===== src/rtl/mltp_pkg.sv =====
// Shared types and defaults for the shift-and-add multiplier.
package mltp_pkg;

    localparam int unsigned MltpWidth = 8;

    typedef enum logic [1:0] {
        StIdle,
        StAdd,
        StShift
    } mltp_state_e;

endpackage


===== src/rtl/mltp_ctrl.sv =====
// Sequencer for the multiplier: state register, iteration counter and datapath enables.
module mltp_ctrl
    import mltp_pkg::*;
#(
    parameter int unsigned N = MltpWidth,
    localparam int unsigned PW = $clog2(N)
) (
    input  logic          clk_i,
    input  logic          clr_i,
    input  logic          start_i,
    output logic          load_o,
    output logic          add_o,
    output logic          shift_o,
    output logic [PW-1:0] p_o
);

    mltp_state_e   state_q, state_d;
    logic [PW-1:0] p_q, p_d;

    always_comb begin
        state_d = state_q;
        p_d     = p_q;
        load_o  = 1'b0;
        add_o   = 1'b0;
        shift_o = 1'b0;
        unique case (state_q)
            StIdle: begin
                if (start_i) begin
                    load_o  = 1'b1;
                    p_d     = PW'(N - 1);
                    state_d = StAdd;
                end
            end
            StAdd: begin
                add_o   = 1'b1;
                state_d = StShift;
            end
            StShift: begin
                shift_o = 1'b1;
                if (p_q == '0) begin
                    state_d = StIdle;
                end else begin
                    p_d     = p_q - PW'(1);
                    state_d = StAdd;
                end
            end
            default: state_d = StIdle;
        endcase
    end

    always_ff @(posedge clk_i) begin
        if (clr_i) begin
            state_q <= StIdle;
            p_q     <= '0;
        end else begin
            state_q <= state_d;
            p_q     <= p_d;
        end
    end

    assign p_o = p_q;

endmodule


===== src/rtl/binary_mltp.sv =====
// Sequential shift-and-add unsigned multiplier; product formed in {A,Q}.
// Optional MLTP_DONE_EN adds a one-cycle Done pulse on return to idle.
module binary_mltp
    import mltp_pkg::*;
#(
    parameter int unsigned N = MltpWidth,
    localparam int unsigned PW = $clog2(N)
) (
    input  logic          CLK,
    input  logic          Clr,
    input  logic          S,
    input  logic [N-1:0]  Binput,
    input  logic [N-1:0]  Qinput,
    output logic          C,
    output logic [N-1:0]  A,
    output logic [N-1:0]  Q,
    output logic [PW-1:0] P
`ifdef MLTP_DONE_EN
    ,
    output logic          Done
`endif
);

    logic         load_en, add_en, shift_en;
    logic [N-1:0] a_q, a_d, b_q, b_d, q_q, q_d;
    logic         c_q, c_d;
    logic [N:0]   sum;

    mltp_ctrl #(
        .N(N)
    ) u_ctrl (
        .clk_i  (CLK),
        .clr_i  (Clr),
        .start_i(S),
        .load_o (load_en),
        .add_o  (add_en),
        .shift_o(shift_en),
        .p_o    (P)
    );

    assign sum = {1'b0, a_q} + {1'b0, b_q};

    always_comb begin
        a_d = a_q;
        b_d = b_q;
        q_d = q_q;
        c_d = c_q;
        if (load_en) begin
            b_d = Binput;
            q_d = Qinput;
            a_d = '0;
            c_d = 1'b0;
        end else if (add_en) begin
            if (q_q[0]) begin
                {c_d, a_d} = sum;
            end
        end else if (shift_en) begin
            {c_d, a_d, q_d} = {1'b0, c_q, a_q, q_q[N-1:1]};
        end
    end

    always_ff @(posedge CLK) begin
        if (Clr) begin
            a_q <= '0;
            b_q <= '0;
            q_q <= '0;
            c_q <= 1'b0;
        end else begin
            a_q <= a_d;
            b_q <= b_d;
            q_q <= q_d;
            c_q <= c_d;
        end
    end

    assign A = a_q;
    assign Q = q_q;
    assign C = c_q;

`ifdef MLTP_DONE_EN
    logic done_q, done_d;

    // Final SHIFT is the one seen with the counter already at zero.
    assign done_d = shift_en && (P == '0);

    always_ff @(posedge CLK) begin
        if (Clr) begin
            done_q <= 1'b0;
        end else begin
            done_q <= done_d;
        end
    end

    assign Done = done_q;
`endif

endmodule


===== config.mk =====
export PLATFORM = sky130hd
export DESIGN_NAME = binary_mltp
export DESIGN_NICKNAME = d
export VERILOG_FILES = /design/src/rtl/mltp_pkg.sv /design/src/rtl/mltp_ctrl.sv /design/src/rtl/binary_mltp.sv
export SDC_FILE = /design/constraint.sdc
export NUM_CORES = 1
export LEC_CHECK = 0
export CAP_MARGIN = 20
export CORE_AREA = 5 5 64 66
export CTS_CLUSTER_DIAMETER = 60
export DETAILED_ROUTE_END_ITERATION = 7
export DIE_AREA = 0 0 69 71
export DONT_BUFFER_PORTS = 1
export PLACE_DENSITY = 0.61
export SLEW_MARGIN = 20
export SYNTH_ARGS = -nofsm -noshare
export SYNTH_HDL_FRONTEND = slang
export SYNTH_HIERARCHICAL = 1
export SYNTH_SLANG_ARGS = --single-unit

===== constraint.sdc =====
create_clock -name CLK -period 2.15 [get_ports CLK]
set_input_delay 0.43 -clock CLK [delete_from_list [all_inputs] [get_ports CLK]]
set_output_delay 0.43 -clock CLK [all_outputs]
set_load 0.03 [all_outputs]

---- Word-level counts from Yosys, hierarchy flattened ----
Cells that the tools add are included.
word-level totals
  flip-flop bits (word level) ............. 30
  output and inout bits ................... 20
  word-level logic and storage cells ...... 42
operators by class
  muxes and demuxes ....................... 19
  equal/unequal tests ..................... 6
  add/subtract/negate cells ............... 2
  reductions and logical operators ........ 9
operators with widths
  cell                   count
  $mux W8                6
  $add A8 B8 Y9          1
  $mux W1                8
  $mux W3                2
  $ne A2 B2 Y1 const B   3
  $pmux W2 S3            1
  $pmux W3 S2            1
  $reduce_bool A2 Y1     3
  $reduce_and A2 Y1      2
  $logic_not A3 Y1       1
  $reduce_and A3 Y1      1
  $sub A3 B1 Y3 const B  1
  $eq A2 B1 Y1 const B   1
  $eq A2 B2 Y1 const B   1
  $logic_not A2 Y1       1
  $mux W2                1
  $ne A2 B1 Y1 const B   1
  $reduce_or A2 Y1       1

---- Depth between registers and ports, before layout ----
Gate-level depths: netlist of the first run.
  depth after elaboration ................. 5
  gate-level depth with buffers ........... 8
  mapped depth without buffers ............ 8

---- Modules after synthesis ----
Netlist of the first run, hierarchy kept.
modules (own cells, without submodules)
  module       area each (um2)  seq. area each (um2)  instances  cells each
  binary_mltp  1,403.8          500.5                 1          171
  mltp_ctrl    229.0            100.1                 1          23

---- Worst setup path after synthesis of the first run ----
OpenSTA, ideal clock, no wires.
  kind .................................... reg-to-reg
  start ................................... register a_q[0] (netlist: A[0])
  end ..................................... register a_q[6] (netlist: A[6])
  clock period less this slack ............ 2,044 ps
  stages on the path, launching flop included .. 9
  path slack .............................. 106 ps
  arrival time ............................ 1,971 ps
  path buffers ............................ 0
  cells stage by stage .................... dfxtp_1 > ha_1 > inv_1 > fa_1 > nor2b_4 > o31a_4 > o21ai_2 > mux2_4 > nor3_2
on the way
  cells in the longest elaborated chain, start to end .. 3
ends and longest elaborated chain
  what                    line               text
  start, declared         binary_mltp.sv:25  logic [N-1:0] a_q, a_d, b_q, b_d, q_q, q_d;
  start signal, assigned  binary_mltp.sv:64  a_q <= '0;
  start signal, assigned  binary_mltp.sv:69  a_q <= a_d;
  $add A8 B8 Y9           binary_mltp.sv:41  assign sum = {1'b0, a_q} + {1'b0, b_q};
  $mux W8                 binary_mltp.sv:54  if (q_q[0]) begin
  $mux W8                 binary_mltp.sv:53  end else if (add_en) begin
No other way between the ends. The select of a mux whose other input is x is not followed.
A chain may end at the register's enable or synchronous reset.

---- Worst setup path in the final report of the first run ----
  start ................................... register b_q[0]
  end ..................................... register a_q[6] (netlist: A[6])
on the way
  cells in the longest elaborated chain, start to end .. 3
ends and longest elaborated chain
  what                    line               text
  start, declared         binary_mltp.sv:25
  start signal, assigned  binary_mltp.sv:65  b_q <= '0;
  start signal, assigned  binary_mltp.sv:70  b_q <= b_d;
  $add A8 B8 Y9           binary_mltp.sv:41
  $mux W8                 binary_mltp.sv:54
  $mux W8                 binary_mltp.sv:53
No other way between the ends. The select of a mux whose other input is x is not followed.

==> summary.md, run 1 <==
| Metric | Value |
|---|---|
| Setup crit end kind | flop |
| Worst min-delay path class | input pin to flop |
| Clock transition at the registers of the reported paths | around 0.1 ns |
| # IOs | 39 |
| CTS max path bufs | 2 |
| Leakage power | ~0.72 nW |
| Post CTS Setup Buffer Count | 0 |
| Die area | slightly below 0.005 mm^2 |
| Hold depth | 1 |
| CTS tree | yes |
| Worst EP arrival | roughly 2.1 ns |
| Fin crit share | 0.872 |
| Avg Inst Size Synth | roughly 8.4 um^2 |
| Register area | 601 um^2 |
| Outcome | complete, no violations |
| Synth Warn # | 6 |
| Max VDD drop | roughly 0.39 mV |
| Synth unique cells | 37 |
| CP startpoint kind | flop |
| CTS Sinks | 30 |
| Number of synthesized register bits | 30 |
| Critical Path RT | approximately 2.4 ns |
| Largest net degree at the start of global routing | 27 |
| Syn Nets | between 200 and 250 |
| Register area share after synthesis | 0.368 |
| First-pass GRT wire length | about 6500 um |
| Crit Path Max Fanout | 3 |
| GRT Total Usage | 0.159 |
| Grt total ovfl | 0 |
| WS Path Type | flop to flop |
| Buf+Inv Stages, Crit Path | 1 |
| Hpwl dp | about 2700 um |
| Final total power | around 1.3 mW |
| CTS H-tree depth | 2 |
| Hold-fix buffers at CTS | 0 |
| Fillcell total | 354 |
| Multi-input gate area | 963 um^2 |
| Worst path max stage delay | 0.44 ns |
| TNS Setup | 0 ns |
| Worst Max-Slew Pin Slew | around 0.57 ns |
| Cell Area, Synth | approximately 0.0016 mm^2 |
| R2R cell count | 8 |
| Hold Violations, Final | 0 |
| RSZ-0062 raised after global routing | no |
| Clock Tree Root | clkbuf_4 |
| Vias per cell | approximately 5.5 |
| Post_cts resized | 0 |
| Worst path cell trace | ha_1, inv_1, fa_1, nor2b_4, o31a_4, o21ai_2, mux2_4, nor3_2 |
| Vias in the first global route | 1,402 |
| Post-Route Skew | ~0.0083 ns |
| Final min period | ~1.9 ns |
| Initial antenna violation count | 0 |
| Layout cells sized above 1 | 0.143 |
| Crit path max-delay family | adder cells |
| Starting density of the core | 0.463 |
| GP Congestion | just under 0.9 |
| Syn-to-layout area delta | 10.7% |
| PortBufs | 0 |
| Critical path depth in cells | 8 |
| TritonCTS Buffers | 5 |
| Die Span X | about 70 um |
| Post-detailed-route wirelength per cell | between 10 and 15 um |
| Final nets | 232 |
| Worst rel slew slack | 0.617 |
| Routed Antenna Nets | 0 |
| Die span in y | between 70 and 80 um |
| Max-slew violations | 0 |
| Most common cell after layout, fill and taps aside | dfxtp_1 |
| Setup violators final | 0 |
| Core Area | approximately 0.0035 mm^2 |
| Row count | 22 |
| MaxCap Viol Count | 0 |
| Power Density | roughly 700 mW/mm^2 |
| Commonest non-fill, non-tap cells in the layout | dfxtp_1 (30), nor2_1 (28), a21oi_1 (22) |
| DRC | 0 |
| Worst-skew pair later-pin latency | approximately 0.33 ns |
| Drt first pass iters | 4 |
| Antenna Cells | 0 |
| Routed wire length | ~3800 um |
| Slowest cell on crit path | fa_1 |
| Cell count after synthesis | just under 200 |
| Via count | ~1,400 |
| Initial drt markers | 67 |
| Max frequency | 534 MHz |
==> synth_stat cells <==
library cell	number	share of area
nand3_1	1	0.0031
nor2b_1	5	0.019
o21ai_0	5	0.015
o21a_2	1	0.0054
mux2_4	1	0.0092
nor3_1	4	0.012
a21o_1	4	0.018
nand2_1	19	0.044
a211oi_1	1	0.0046
o22ai_1	1	0.0038
nor3b_1	2	0.0092
inv_1	8	0.018
o21bai_1	2	0.0092
a21oi_1	22	0.067
dfxtp_1	30	0.37
nor2b_4	1	0.0084
nor2_2	1	0.0038
a221oi_1	3	0.016
o211ai_1	2	0.0092
nor2_1	28	0.064
buf_4	1	0.0046
o31a_4	1	0.011
mux2i_1	9	0.055
clkbuf_1	3	0.0069
buf_2	5	0.015
o21ai_2	1	0.0054
nand2_2	2	0.0077
nor3_2	1	0.0061
nand4_1	3	0.011
a2111oi_2	1	0.0092
o221ai_1	4	0.021
xnor2_1	1	0.0054
fa_1	1	0.012
ha_1	10	0.077
xor2_1	3	0.016
a31oi_1	4	0.015
nand2b_1	3	0.011
==> metrics by stage <==
step	area [um^2]	std cells	hold slack [ns]	setup slack, ns	util
floorplan	1630	194	0.465	0.106	-
global placement	1730	243	0.479	0.337	0.491
detailed placement	1730	243	0.495	0.282	0.491
CTS	1810	251	0.144	0.263	0.513
global route	1810	251	0.128	0.160	0.513
finish	1810	251	0.154	0.276	0.513
==> kinds of logic (layout without fill, tap and decap cells) <==
logic type                 count (synthesis)  count (layout)  share of synthesized area
and+or+nand+nor                           70              70                      0.201
AOI/OAI and AO/OA                         52              52                      0.211
DFF                                       30              30                      0.368
buffers and inverters                     17              26                     0.0452
adders and majority gates                 11              11                     0.0889
muxes                                     10              10                     0.0644
xor gates and xnor gates                   4               4                     0.0215
==> final timing paths <==
path | from | endpoint | slack (ns)
setup / recovery | b_q[0] | A[6] | 0.28
setup reg to reg | b_q[0] | A[6] | 0.28
hold / removal | Clr | Q[5] | 0.15
hold reg to reg | b_q[7] | b_q[7] | 0.51
==> registers in the layout, summed over array words and instances (netlist names) <==
name / cells
A: 8
C: 1
Q: 8
b_q: 8
u_ctrl/p_o: 3
u_ctrl/state_q: 2
==> final cells by class <==
| type | instances | share of cell area |
|---|---|---|
| Tap cell | 48 | 0.0332 |
| Sequential cell | 30 | 0.332 |
| Clock buffer | 8 | 0.0436 |
| Multi-Input combinational cell | 147 | 0.533 |
| Timing Repair Buffer | 10 | 0.0415 |
| Inverter | 8 | 0.0166 |
==> routing by layer <==
metal  vias up  GRT usage  routed length, um
met3         5     0.0625                290
met4         0     0.0456                 33
li1        701          -                  -
met5         -          0                  0
met2        41      0.273               1820
met1       641      0.184               1610
==> power breakdown <==
part           leakage (nW)  internal, mW  switching [mW]
clock network        0.0446         0.223           0.201
logic                 0.432        0.0845           0.116
registers             0.246         0.589          0.0584
==> worst reg2reg max path: cells and delay by family, from the launching register on <==
kind                     cells  cell delay (ns)
adder cells (fa/ha/maj)      2             0.63
multiplexers                 1             0.30
flip-flops                   1             0.35
AND/OR/NAND/NOR              2             0.28
buffers and inverters        1             0.06
AO/OA/AOI/OAI                2             0.20
Note: power is estimated with default switching activity, not from simulation.
==> inputs of run 2 (changes only) <==
Settings changed: CORE_AREA 5 5 64 66 to 5 5 87 89, DIE_AREA 0 0 69 71 to 0 0 92 94, PLACE_DENSITY 0.61 to 0.36.
==> summary.md, run 2 (synthesized netlist as in run 1, its figures left out) <==
| Metric | Value |
|---|---|
| Outcome | complete, no violations |
| CTS H-tree depth | 2 |
| Worst Max-Slew Pin Slew | ~0.53 ns |
| Crit path max-delay family | adder cells |
| CTS Sinks | 30 |
| Final nets | 235 |
| Syn-to-layout area delta | 14.8% |
| Die Span X | about 92 um |
| CTS tree | yes |
| Layout cells sized above 1 | 0.147 |
| Clock Tree Root | clkbuf_8 |
| Routed Antenna Nets | 0 |
| R2R Path End | A[6] |
| Clock transition at the registers of the reported paths | roughly 0.06 ns |
| CTS max path bufs | 2 |
| Hold EP | u_ctrl/state_q[0] |
| Grt total ovfl | 0 |
| Worst EP arrival | between 2 and 2.5 ns |
| Antenna Cells | 0 |
| Row count | 30 |
| Drt first pass iters | 4 |
| Vias in the first global route | approximately 1,400 |
| Initial antenna violation count | 0 |
| Critical Path RT | between 2 and 2.5 ns |
| Most common cell after layout, fill and taps aside | dfxtp_1 |
| Hold depth | 1 |
| GP Congestion | between 0.8 and 0.9 |
| Hold Violations, Final | 0 |
| Crit Path Max Fanout | 3 |
| Max frequency | 533 MHz |
| Die span in y | ~94 um |
| Hold_ws | approximately 0.21 ns |
| WS Path Type | flop to flop |
| Initial drt markers | 56 |
| Die area | around 0.0086 mm^2 |
| TritonCTS Buffers | 5 |
| Worst rel slew slack | 0.649 |
| Post_cts resized | 0 |
| Max-slew violations | 0 |
| Vias per cell | 4.84 |
| Worst reg2reg startpoint | b_q[0] |
| DRC | 0 |
| # IOs | 39 |
| Post-detailed-route wirelength per cell | approximately 15 um |
| First-pass GRT wire length | 6870 um |
| CP startpoint kind | flop |
| TNS Setup | 0 ns |
| Via count | between 1,000 and 1,500 |
| Post-Route Skew | 0.00309 ns |
| Core Area | between 0.006 and 0.007 mm^2 |
| R2R cell count | 8 |
| Slowest cell on crit path | fa_1 |
| Commonest non-fill, non-tap cells in the layout | dfxtp_1 (30), nor2_1 (28), a21oi_1 (22) |
| RSZ-0062 raised after global routing | no |
| Fillcell total | ~720 |
| Starting density of the core | 0.244 |
| Worst reg-to-reg setup slack | between 0.2 and 0.3 ns |
| Post CTS Setup Buffer Count | 0 |
| Max VDD drop | between 0.2 and 0.25 mV |
| Setup violators final | 0 |
| GRT Total Usage | 0.103 |
| Critical path origin | b_q[0] |
| Hpwl dp | ~3200 um |
| Worst-skew pair later-pin latency | between 0.2 and 0.3 ns |
| Worst path cell trace | ha_1, inv_1, fa_1, nor2b_4, o31a_4, o21ai_2, mux2_4, nor3_2 |
| Setup crit end kind | flop |
| Power Density | approximately 700 mW/mm^2 |
| Worst path max stage delay | 0.44 ns |
| Hold Crit Start | Clr |
| Buf+Inv Stages, Crit Path | 1 |
| PortBufs | 0 |
| Final min period | 1.88 ns |
| Routed wire length | approximately 4200 um |
| MaxCap Viol Count | 0 |
| Fin crit share | 0.873 |
| Hold-fix buffers at CTS | 0 |
| Worst min-delay path class | input pin to flop |
| Largest net degree at the start of global routing | 25 |
| Leakage power | about 0.73 nW |
[run 2: changes by cell type in the layout (fill, tap and decap cells not counted)]
cell,before,now
buf_4,10,13
clkbuf_8,3,6
clkbuf_4,5,0
[run 2: cell type report]
cell class                 instances  area [um^2]  share of cell area
multi-input combinational        147          963               0.514
timing repair buffer              13         97.6              0.0521
inverter                           8         30.0              0.0160
clock buffer                       6         82.6              0.0441
tap                               80          100              0.0534
sequential                        30          601               0.320
[run 2: where the power goes]
part	switching, mW	total [mW]	internal (mW)
Combinational	0.122	0.212	0.0901
Sequential	0.0552	0.645	0.590
Clock	0.204	0.450	0.246
Total	0.381	1.31	0.926
[run 2: worst register-to-register path, cell delays in order, from the launching register on]
cell	delay (ns)
dfxtp_1	0.34
ha_1	0.19
inv_1	0.06
fa_1	0.44
nor2b_4	0.15
o31a_4	0.14
o21ai_2	0.06
mux2_4	0.30
nor3_2	0.13
[run 2: worst max path at each step]
stage	endpoint	slack, ns	depth (start not counted)
2_1_floorplan	A[6]	0.11	8
3_3_place_gp	A[6]	0.33	8
3_5_place_dp	A[6]	0.26	8
4_1_cts	A[6]	0.26	8
5_1_grt	A[6]	0.18	8
6_report	A[6]	0.27	8
[run 2: per-stage QoR]
step                       util  power [mW]  std cells  setup WS, ns  area [um^2]
final                     0.281        1.31        284         0.274         1870
after global routing      0.281        1.38        284         0.176         1870
after detailed placement  0.268       0.873        278         0.263         1790
after CTS                 0.281        1.34        284         0.258         1870
after global placement    0.268       0.868        278         0.326         1790
after floorplan               -       0.821        194         0.106         1630
[run 2: per-layer routing]
layer	track usage	routed length [um]
met3	0.0497	377
met5	0	0
met4	0.0545	104
met1	0.107	1740
met2	0.171	1950
==> inputs of run 3 (changes only) <==
==> constraint.sdc (replaced) <==
create_clock -name CLK -period 2.4 [get_ports CLK]
set_input_delay 0.48 -clock CLK [delete_from_list [all_inputs] [get_ports CLK]]
set_output_delay 0.48 -clock CLK [all_outputs]
set_load 0.005 [all_outputs]
==> summary.md, run 3 (synthesized netlist as in run 1, its figures left out) <==
| Metric | Value |
|---|---|
| Die span in y | between 90 and 100 um |
| Hold Violations, Final | 0 |
| Die area | ~0.0086 mm^2 |
| Final nets | 226 |
| Routed wire length | roughly 4300 um |
| Antenna Cells | 0 |
| Dpl cells | 269 |
| Row count | 30 |
| Hpwl dp | around 3200 um |
| Critical Path RT | between 2 and 3 ns |
| GP Congestion | 0.773 |
| GRT Total Usage | 0.106 |
| Worst reg-to-reg setup slack | 0.41 ns |
| Setup crit end kind | flop |
| Starting density of the core | 0.244 |
| RSZ-0062 raised after global routing | no |
| Hold_ws | around 0.27 ns |
| Final Cell Area | around 0.0018 mm^2 |
| Initial antenna violation count | 0 |
| Worst-skew pair later-pin latency | 0.28 ns |
| Most common cell after layout, fill and taps aside | dfxtp_1 |
| Clock Tree Root | clkbuf_8 |
| Max-slew violations | 0 |
| Vias per cell | ~5 |
| Worst min-delay path class | input pin to flop |
| Non-Filler Instances | 275 |
| Post-detailed-route wirelength per cell | 15.5 um |
| Clock transition at the registers of the reported paths | 0.06 ns |
| Final min period | about 2 ns |
| Initial drt markers | between 70 and 80 |
| Worst rel slew slack | 0.608 |
| Core Area | 0.00668 mm^2 |
| MaxCap Viol Count | 0 |
| Vias in the first global route | roughly 1,400 |
| CTS Sinks | 30 |
| Worst Max-Slew Pin Slew | between 0.5 and 0.6 ns |
| Outcome | complete, no violations |
| Multi-input gate area | around 960 um^2 |
| Fin crit share | 0.831 |
| Fin util | 0.270 |
| Worst path max stage delay | approximately 0.43 ns |
| Fillcell total | about 740 |
| Worst path cell trace | ha_1, inv_1, fa_1, nor2b_4, o31a_4, o21ai_2, mux2_4, nor3_2 |
| Post-Route Skew | ~0.0021 ns |
| Drt first pass iters | 4 |
| Layout cells sized above 1 | 0.108 |
| Routed Antenna Nets | 0 |
| Power Density | roughly 620 mW/mm^2 |
| Worst EP arrival | about 2.2 ns |
| Register area | 601 um^2 |
| Syn-to-layout area delta | 10.7% |
| Hold-fix buffers at CTS | 0 |
| First-pass GRT wire length | just over 7000 um |
| Max frequency | around 500 MHz |
| Via count | roughly 1,300 |
| Setup ws final | slightly above 0.4 ns |
| Leakage power | 0.688 nW |
| PortBufs | 0 |
| CTS tree | yes |
| Final total power | approximately 1.1 mW |
| TNS Setup | 0 ns |
| TritonCTS Buffers | 5 |
| CTS H-tree depth | 2 |
| Crit Path Max Fanout | 4 |
| Pre-CTS WS | just under 0.4 ns |
| Commonest non-fill, non-tap cells in the layout | dfxtp_1 (30), nor2_1 (28), a21oi_1 (22) |
| Post CTS Setup Buffer Count | 0 |
| Grt total ovfl | 0 |
| Setup violators final | 0 |
| Post_cts resized | 0 |
| CTS max path bufs | 2 |
| Placed cell area | between 0.0015 and 0.002 mm^2 |
| Slowest cell on crit path | fa_1 |
| Die Span X | slightly above 90 um |
| WS Path Type | flop to flop |
| CP startpoint kind | flop |
| DRC | 0 |
| Largest net degree at the start of global routing | 27 |
| # IOs | 39 |
| Max VDD drop | roughly 0.16 mV |
[run 3: critical path, delay by kind of cell, from the launching register on]
family | cells | cell delay, ns
fa+ha+maj | 2 | 0.66
flops | 1 | 0.42
mux | 1 | 0.30
simple gates | 2 | 0.29
compound gates | 2 | 0.20
buf+inv | 1 | 0.06
[run 3: final timing paths]
| kind | start | end | cells after the start |
|---|---|---|---|
| max | A[0] | A[6] | 8 |
| min | Clr | u_ctrl/state_q[0] | 1 |
| max reg2reg | A[0] | A[6] | 8 |
| min reg2reg | b_q[0] | b_q[0] | 2 |
[run 3: final cells by class]
cell class,instances,area share
Timing Repair Buffer,4,0.0166
Sequential cell,30,0.332
Multi-Input combinational cell,147,0.533
Clock buffer,6,0.0457
Tap cell,80,0.0554
Inverter,8,0.0166
[run 3: report_power, final]
group / internal, mW / switching [mW] / total [mW]
Sequential: 0.529 / 0.0312 / 0.560
Combinational: 0.0722 / 0.0915 / 0.164
Clock: 0.221 / 0.178 / 0.399
[run 3: routing by layer]
layer	share of wire	track usage	up-vias	wire [um]
met5	0	0	-	0
met1	0.44	0.117	630	1850
met3	0.078	0.0449	2	330
met4	0.0082	0.0495	0	35
li1	-	-	681	-
met2	0.48	0.176	35	2040
